$ cat src/rtl/if_fetch.sv
// if_fetch: byte-serial instruction fetch that assembles 32-bit words and hands them to ID
// over a valid/ready handshake. Define IF_ICACHE_EN to add a direct-mapped I-cache.
module if_fetch #(
  parameter logic [31:0] RESET_PC     = 32'h0000_0000,
  parameter int          ICACHE_IDX_W = 4
) (
  input  logic        clk_in,
  input  logic        rst_in,
  input  logic        rdy_in,
  output logic [31:0] mem_a,
  output logic        mem_rd_en,
  input  logic [7:0]  mem_din,
  input  logic        jump_en,
  input  logic [31:0] jump_addr,
  input  logic        id_ready,
  output logic        if_valid,
  output logic [31:0] pc,
  output logic [31:0] ins
);

  typedef enum logic [1:0] {
    FETCH = 2'd0,
    HOLD  = 2'd1,
    FLUSH = 2'd2
  } state_e;

  state_e      state_q, state_d;
  logic [2:0]  cnt_q, cnt_d;
  logic [31:0] fpc_q, fpc_d;
  logic        replay_q, replay_d;
  logic [31:0] pc_q, pc_d;
  logic [31:0] ins_q, ins_d;
  logic        valid_q, valid_d;

  logic [1:0]  byte_sel;
  logic        cache_hit;
  logic [31:0] cache_data;
  logic        fetch_hit;

  // Byte whose data is due this cycle (cnt 1..4 maps to byte 0..3).
  assign byte_sel  = cnt_q[1:0] - 2'd1;
  assign fetch_hit = (state_q == FETCH) && (cnt_q == 3'd0) && cache_hit;

`ifdef IF_ICACHE_EN
  localparam int LINES = 1 << ICACHE_IDX_W;
  localparam int TAG_W = 30 - ICACHE_IDX_W;

  logic [31:0]             line_data [LINES];
  logic [TAG_W-1:0]        line_tag  [LINES];
  logic [LINES-1:0]        line_valid;
  logic [ICACHE_IDX_W-1:0] idx;
  logic [TAG_W-1:0]        tag;
  logic                    fill;

  assign idx        = fpc_q[ICACHE_IDX_W+1:2];
  assign tag        = fpc_q[31:ICACHE_IDX_W+2];
  assign cache_hit  = line_valid[idx] && (line_tag[idx] == tag);
  assign cache_data = line_data[idx];
  // A line is written only when the last byte lands without a competing jump or stall.
  assign fill       = rdy_in && !jump_en && (state_q == FETCH) && (cnt_q == 3'd4) && !replay_q;

  always_ff @(posedge clk_in or negedge rst_in) begin
    if (!rst_in) begin
      line_valid <= '0;
    end else if (fill) begin
      line_valid[idx] <= 1'b1;
    end
  end

  // NOTE: data and tag arrays carry no reset; the valid bits alone gate their use.
  always_ff @(posedge clk_in) begin
    if (fill) begin
      line_data[idx] <= {mem_din, ins_q[23:0]};
      line_tag[idx]  <= tag;
    end
  end
`else
  assign cache_hit  = 1'b0;
  assign cache_data = '0;
`endif

  // NOTE: sequential state uses non-blocking assignments so every flop samples pre-edge values.
  always_ff @(posedge clk_in or negedge rst_in) begin
    if (!rst_in) begin
      state_q  <= FETCH;
      cnt_q    <= '0;
      fpc_q    <= RESET_PC;
      replay_q <= 1'b0;
      pc_q     <= RESET_PC;
      ins_q    <= '0;
      valid_q  <= 1'b0;
    end else begin
      state_q  <= state_d;
      cnt_q    <= cnt_d;
      fpc_q    <= fpc_d;
      replay_q <= replay_d;
      pc_q     <= pc_d;
      ins_q    <= ins_d;
      valid_q  <= valid_d;
    end
  end

  always_comb begin
    // NOTE: every output gets a hold default first so no path can infer a latch.
    state_d  = state_q;
    cnt_d    = cnt_q;
    fpc_d    = fpc_q;
    replay_d = replay_q;
    pc_d     = pc_q;
    ins_d    = ins_q;
    valid_d  = valid_q;

    if (!rdy_in) begin
      // Data due during a pause is lost; remember to re-request it on resume.
      if (state_q == FETCH && cnt_q != 3'd0) begin
        replay_d = 1'b1;
      end
    end else if (jump_en) begin
      state_d  = FLUSH;
      cnt_d    = '0;
      fpc_d    = jump_addr & 32'hFFFF_FFFC;
      replay_d = 1'b0;
      valid_d  = 1'b0;
    end else begin
      unique case (state_q)
        FETCH: begin
          if (fetch_hit) begin
            state_d = HOLD;
            pc_d    = fpc_q;
            ins_d   = cache_data;
            valid_d = 1'b1;
          end else if (replay_q) begin
            replay_d = 1'b0;
          end else begin
            if (cnt_q != 3'd0) begin
              ins_d[8*byte_sel +: 8] = mem_din;
            end
            if (cnt_q == 3'd4) begin
              state_d = HOLD;
              pc_d    = fpc_q;
              valid_d = 1'b1;
            end else begin
              cnt_d = cnt_q + 3'd1;
            end
          end
        end
        HOLD: begin
          if (id_ready) begin
            state_d = FETCH;
            fpc_d   = fpc_q + 32'd4;
            cnt_d   = '0;
            valid_d = 1'b0;
          end
        end
        FLUSH: begin
          state_d = FETCH;
          cnt_d   = '0;
        end
        default: begin
          state_d = FETCH;
          cnt_d   = '0;
        end
      endcase
    end
  end

  always_comb begin
    mem_a     = fpc_q;
    mem_rd_en = 1'b0;
    if (rst_in && rdy_in && state_q == FETCH && !fetch_hit) begin
      if (replay_q) begin
        mem_a     = fpc_q + {30'd0, byte_sel};
        mem_rd_en = 1'b1;
      end else if (cnt_q != 3'd4) begin
        mem_a     = fpc_q + {30'd0, cnt_q[1:0]};
        mem_rd_en = 1'b1;
      end
    end
  end

  assign if_valid = valid_q;
  assign pc       = pc_q;
  assign ins      = ins_q;

endmodule

$ cat config.mk
export PLATFORM = sky130hd
export DESIGN_NAME = if_fetch
export DESIGN_NICKNAME = d
export VERILOG_FILES = /design/src/rtl/if_fetch.sv
export SDC_FILE = /design/constraint.sdc
export NUM_CORES = 1
export LEC_CHECK = 0
export CAP_MARGIN = 20
export CELL_PAD_IN_SITES_DETAIL_PLACEMENT = 0
export CELL_PAD_IN_SITES_GLOBAL_PLACEMENT = 1
export CORE_UTILIZATION = 30
export DETAILED_ROUTE_END_ITERATION = 10
export GPL_ROUTABILITY_DRIVEN = 0
export GPL_TIMING_DRIVEN = 0
export PLACE_DENSITY = 0.78
export SYNTH_ARGS = -nofsm -noshare
export SYNTH_HDL_FRONTEND = slang
export SYNTH_SLANG_ARGS = --single-unit
$ cat constraint.sdc
create_clock -name clk_in -period 4.19 [get_ports clk_in]
set_clock_uncertainty 0.05 [all_clocks]
set_input_delay 0.419 -clock clk_in [delete_from_list [all_inputs] [get_ports clk_in]]
set_output_delay 0.419 -clock clk_in [all_outputs]
set_load 0.02 [all_outputs]
==> impl_metrics.json, run 1 <==
{
  "outcome": "completed",
  "num_antenna_cells": 0,
  "path_cells": "dlygate4sd3_1 -> buf_4 -> buf_16 -> nand3_1 -> nor3_1 -> clkdlybuf4s50_1",
  "start_util": 0.310,
  "synth-async-reset-ratio": 1.00,
  "hold_viol": 0,
  "power_frac_comb": 0.256,
  "chipHeight_um": 136,
  "ys_ff_latch": 99,
  "min_period_over_period": 0.794,
  "clockPowerShare": 0.328,
  "worstSkewPairLatency_ns": 0.35,
  "hold_slack_ns": 0.434,
  "cts_setup_buffers": 0,
  "setup_tns_ns": 0,
  "setup_violations": 0,
  "start_kind": "primary input",
  "cp_data_arrival_time_ns": 2.86,
  "p_switching_mw": 0.834,
  "cts_made_buffers": 9,
  "vias_per_cell": 5.21,
  "cts_tree": "yes",
  "synth_simple_gate_area_frac": 0.202,
  "switching_share": 0.316,
  "dieArea_um2": 18600,
  "p_leak_nw": 3.09,
  "report.power.total_mw": 2.64,
  "internal_power_mw": 1.81,
  "drt_iter0_markers": 384,
  "grt_pass1_vias": 4715,
  "instances_no_fill": 951,
  "r2r-start": "fpc_q[2]",
  "timing_worst_setup_path_type": "primary input to output port",
  "timing.slew.headroom": 0.294,
  "irDropWorstVdd_mv": 0.198,
  "ios": 143,
  "grt_pass1_wl_um": 26000,
  "cts_resized": 0,
  "synth_compound_area_frac": 0.155,
  "cts.htree.levels": 3,
  "syn_inst": 568,
  "die_x_um": 136,
  "final_area_um2": 7420,
  "numPlacedInstances": 934,
  "grt_setup_unrepaired": "no",
  "drc": 0,
  "hold_class": "flop to flop",
  "cp_num_buf_inv": 4,
  "cp_slowest_stage_delay_ns": 0.65,
  "max-cap-violations": 0,
  "r2r-end": "fpc_q[22]",
  "r2r_cells": 6,
  "firstDrtPassIters": 4,
  "path_max_fanout": 69,
  "drt-total-wl_um": 16500,
  "utilization": 0.425,
  "path_delay_family": "buffers and inverters",
  "grt-ovfl-total": 0,
  "synth_flop_cell": "dfrtp_1",
  "io_buffers": 138,
  "power_frac_seq": 0.416,
  "min_path_cells": 2,
  "synth_mux_area_frac": 0.0754,
  "worstHoldStart": "ins[17]",
  "area_growth_pct": 37.1,
  "cpMaxStageDelayCell": "clkdlybuf4s50_1",
  "synth_edf_count": 0,
  "clock_path_buffers": 2,
  "core_area_um2": 17500,
  "yosysWarnings": 0,
  "post-route-min-period_ns": 3.33,
  "path_clk_slew_ns": 0.07,
  "ant_nets": 0,
  "antenna_found_initial": 0,
  "powerDensity_nw_per_um2": 356,
  "synth-adder-area-share": 0.0185,
  "rows": 48,
  "fmax_mhz": 300,
  "tightest_slew_ns": 1.05,
  "place_area_um2": 7110,
  "required_ns": 3.72,
  "synth_top_family_by_area": "simple AND/OR/NAND/NOR gates",
  "rrSetupSlack_ns": 1.67,
  "pre_cts_ws_ns": 1.36,
  "worst_slack_ns": 0.862,
  "grt_usage": 0.183,
  "vias": 4954,
  "synth_xor_area_frac": 0.0259,
  "synth.avg_cell_area_um2": 9.52,
  "min_to": "ins[17]",
  "fin_nets": 774,
  "cts_root_buf": "clkbuf_16",
  "drive_gt1_frac": 0.118,
  "synth_cell_types": 61,
  "hpwl_um": 12100,
  "yosysSeqAreaShare": 0.458,
  "drv_slew": 0,
  "post_drt_wl_per_cell_um": 17.3,
  "syn_area_um2": 5410,
  "cts.sinks": 99,
  "grt_max_degree": 70,
  "crit_path_end_kind": "output port"
}
[power groups by stage]
stage	clock network, mW	logic, mW	registers [mW]
floorplan	0	0.352	1.13
global placement	0	0.663	1.11
detailed placement	0	0.673	1.12
CTS	0.888	0.677	1.10
global route	0.925	0.733	1.11
finish	0.865	0.677	1.10
[cell usage after synthesis (3+ instances only)]
cell type  count  area, um^2
and3_1        13        81.3
xnor2_1        7        61.3
o31a_1         3        26.3
ha_1           8         100
inv_1         18        67.6
nor4_1         7        43.8
nor4_4         3        63.8
o31ai_1        4        30.0
a22oi_1       13        97.6
nand4_1       12        75.1
a311oi_1       8        70.1
mux2_2        29         327
buf_2         14        70.1
nor2_1        17        63.8
and4_1         5        43.8
o21ai_0       50         250
nand3b_1       3        22.5
a211oi_1       9        67.6
o22ai_1       14        87.6
or2_2          4        25.0
buf_1          5        18.8
nor3b_1        5        37.5
nand2_1       69         259
buf_4          6        45.0
a21oi_1       15        75.1
nand3_1       23         115
clkbuf_1      32         120
xor2_1         9        78.8
mux2i_1        7        70.1
dfrtp_1       99        2480
nor3_1        20         100
[per-layer routing]
layer	GRT usage	routed length (um)	up-vias	part of all wire
li1	-	-	2356	-
met2	0.279	7520	189	0.46
met4	0.0772	455	0	0.028
met3	0.0369	977	28	0.059
met5	0	0	-	0
met1	0.252	7520	2381	0.46
[logic make-up after synthesis]
group	Yosys count
compound gates	132
xor+xnor	16
fa+ha+maj	8
buf+inv	78
flops	99
mux	37
other cells	1
simple gates	197
[worst min-delay path: stages (launching register included)]
cell and delay, ns:
dfrtp_1 0.34, nand2_1 0.05, o21ai_0 0.06
[how the worst max path moves through the flow]
stage | slack (ns) | startpoint | depth (start not counted) | to
floorplan | 2.14 | cnt_q[0] | 5 | mem_a[0]
global placement | -2.27 | rst_in | 4 | mem_a[0]
detailed placement | 1.36 | rst_in | 5 | mem_a[0]
CTS | 0.79 | rst_in | 6 | mem_a[0]
global route | 0.63 | rst_in | 6 | mem_a[0]
finish | 0.86 | rst_in | 6 | mem_a[0]
[flip-flops by register name, indices dropped and copies added, names as in the netlist]
| register | flops |
|---|---|
| if_valid | 1 |
| pc | 30 |
| ins | 32 |
| cnt_q | 3 |
| replay_q | 1 |
| fpc_q | 30 |
| state_q | 2 |
[final cells by class]
cell class / count / area [um^2]
multi-input combinational: 393 / 2590
timing repair buffer: 140 / 1420
tap: 225 / 282
clock inverter: 5 / 61.3
clock buffer: 11 / 243
inverter: 18 / 67.6
buffer: 60 / 282
sequential: 99 / 2480
fill: 1695 / 10100
[cells in the final DEF (no fill, tap or decap), drive strengths merged, types with 9 or more instances in the layout]
master         instances
nor2                  17
a22oi                 13
inv                   19
clkdlybuf4s50        137
and3                  13
nand2                 69
nor4                  12
a211oi                 9
dfrtp                 99
xor2                   9
o22ai                 14
mux2                  30
nor3                  22
o21ai                 50
clkbuf                44
nand3                 27
buf                   29
nand4                 12
a21oi                 15
[timing repair]
item                                    in CTS  in global routing
endpoints found under the setup margin       0                  0
hold buffers                                 1                  0
endpoints found under the hold margin       32                  0
No activity file was read; power rests on OpenSTA's default activity.
==> run 2, diff against run 1 <==
--- a/config.mk
+++ b/config.mk
@@ -12,7 +12,7 @@
 export DETAILED_ROUTE_END_ITERATION = 10
 export GPL_ROUTABILITY_DRIVEN = 0
 export GPL_TIMING_DRIVEN = 0
-export PLACE_DENSITY = 0.78
+export PLACE_DENSITY = 0.8
 export SYNTH_ARGS = -nofsm -noshare
 export SYNTH_HDL_FRONTEND = slang
 export SYNTH_SLANG_ARGS = --single-unit
==> constraint.sdc (replaced) <==
create_clock -name clk_in -period 2.7 [get_ports clk_in]
set_clock_uncertainty 0.05 [all_clocks]
set_input_delay 0.27 -clock clk_in [delete_from_list [all_inputs] [get_ports clk_in]]
set_output_delay 0.27 -clock clk_in [all_outputs]
set_load 0.02 [all_outputs]
==> run 2 against run 1 <==
Net effect:
- power rose by 53%
- sequential power rose by 55%
- hold slack got worse by 0.0055 ns
- flip-flop and latch count did not move
- via count fell by 1.0%
- sequential share of layout area barely moved
- routed wire length rose by 0.18%
- global-route usage barely moved
- clock power rose by 48%
- critical endpoint is now fpc_q[30]
- highest routed layer unchanged
==> impl_metrics.json, run 2 (synthesis results as in run 1) <==
{
  "outcome": "completed",
  "grt_max_degree": 53,
  "report.power.total_mw": 4.04,
  "powerDensity_nw_per_um2": 543,
  "post-route-min-period_ns": 2.55,
  "start_util": 0.310,
  "die_x_um": 136,
  "grt-ovfl-total": 0,
  "layout.filler_cells": 1722,
  "min_period_over_period": 0.944,
  "largest_reg_flops": 32,
  "firstDrtPassIters": 5,
  "drv_slew": 0,
  "tightest_slew_ns": 1.10,
  "antenna_found_initial": 0,
  "drt-total-wl_um": 16500,
  "worstSkewPairLatency_ns": 0.36,
  "grt_setup_unrepaired": "no",
  "cts_made_buffers": 9,
  "numPlacedInstances": 934,
  "dieArea_um2": 18600,
  "cp_data_arrival_time_ns": 2.70,
  "hpwl_um": 11900,
  "irDropWorstVdd_mv": 0.314,
  "max-cap-violations": 0,
  "ant_nets": 0,
  "cts.htree.levels": 3,
  "vias": 4904,
  "fin_nets": 775,
  "final_cell_mix": "clkdlybuf4s50_1 (135), dfrtp_1 (98), nand2_1 (68)",
  "chipHeight_um": 136,
  "rows": 48,
  "timing.slew.headroom": 0.261,
  "fmax_mhz": 392,
  "area_growth_pct": 37.3,
  "timing_worst_setup_path_type": "flop to flop",
  "path_max_fanout": 10,
  "grt_pass1_vias": 4672,
  "path_clk_slew_ns": 0.07,
  "drc": 0,
  "cts_setup_buffers": 0,
  "hold_class": "flop to flop",
  "cts_tree": "yes",
  "hold_viol": 0,
  "post_drt_wl_per_cell_um": 17.3,
  "drt_iter0_markers": 338,
  "grt_usage": 0.183,
  "grt_pass1_wl_um": 25800,
  "cts.sinks": 99,
  "io_buffers": 138,
  "crit_path_end_kind": "flop",
  "core_area_um2": 17500,
  "cts_root_buf": "clkbuf_16",
  "layout_commonest_cell": "clkdlybuf4s50_1",
  "clock_path_buffers": 2,
  "start_kind": "flop",
  "ios": 143,
  "required_ns": 2.85,
  "multi_input_area_um2": 2590,
  "num_antenna_cells": 0,
  "vias_per_cell": 5.15,
  "setup_violations": 0,
  "p_leak_nw": 3.09,
  "drive_gt1_frac": 0.124,
  "regArea_um2": 2480,
  "instances_no_fill": 952
}
[run 2: repair_timing]
item                       in CTS  in global routing
gates resized for setup         3                  1
hold buffers                    2                  0
setup endpoints to repair       3                  1
pin swaps                       0                  0
hold endpoints to repair       48                  0
[run 2: where the power goes]
part	switching, mW	leakage (nW)	internal, mW
clock	0.636	0.134	0.640
sequential	0.107	1.28	1.59
combinational	0.597	1.68	0.462
total	1.34	3.09	2.70
[run 2: path summary, 6_finish.rpt]
check	start	to	slack, ns	cells past startpoint
setup / recovery	fpc_q[2]	fpc_q[30]	0.15	6
hold / removal	ins[11]	ins[11]	0.43	2
setup reg to reg	fpc_q[2]	fpc_q[30]	0.15	6
hold reg to reg	ins[11]	ins[11]	0.43	2
max in group asynchronous	rst_in	pc[2]	1.88	3
min in group asynchronous	rst_in	ins[22]	0.45	3
[run 2: cell type report]
type                            instances  share of cell area
Timing Repair Buffer                  141               0.194
Clock buffer                            9              0.0303
Tap cell                              225              0.0379
Buffer                                 60              0.0379
Multi-Input combinational cell        393               0.349
Clock inverter                          7             0.00825
Inverter                               18             0.00909
Sequential cell                        99               0.334
[run 2: through the flow]
stage / area, um^2 / worst slack [ns] / TNS, ns / util / hold WS (ns)
6_report: 7430 / 0.152 / 0 / 0.425 / 0.428
5_1_grt: 7430 / 0.0267 / 0 / 0.425 / 0.456
4_1_cts: 7430 / 0.0829 / 0 / 0.425 / 0.437
3_5_place_dp: 7110 / 0.0945 / 0 / 0.407 / 0.315
3_3_place_gp: 7080 / -3.61 / -283.10 / 0.405 / 0.412
2_1_floorplan: 5420 / 0.676 / 0 / - / -0.0756
[run 2: critical path: stages (launching register included)]
cell and delay [ns]:
dfrtp_1 0.49, ha_1 0.30, nand3_4 0.16, or3_1 0.39, buf_2 0.17, nor3_1 0.64
a311oi_1 0.19
[run 2: routing by layer]
| layer | global-route usage | part of all wire | vias up | wire [um] |
|---|---|---|---|---|
| met5 | 0 | 0 | - | 0 |
| met4 | 0.0790 | 0.019 | 0 | 315 |
| met3 | 0.0298 | 0.050 | 22 | 821 |
| met2 | 0.276 | 0.46 | 135 | 7610 |
| met1 | 0.258 | 0.47 | 2382 | 7750 |
| li1 | - | - | 2365 | - |
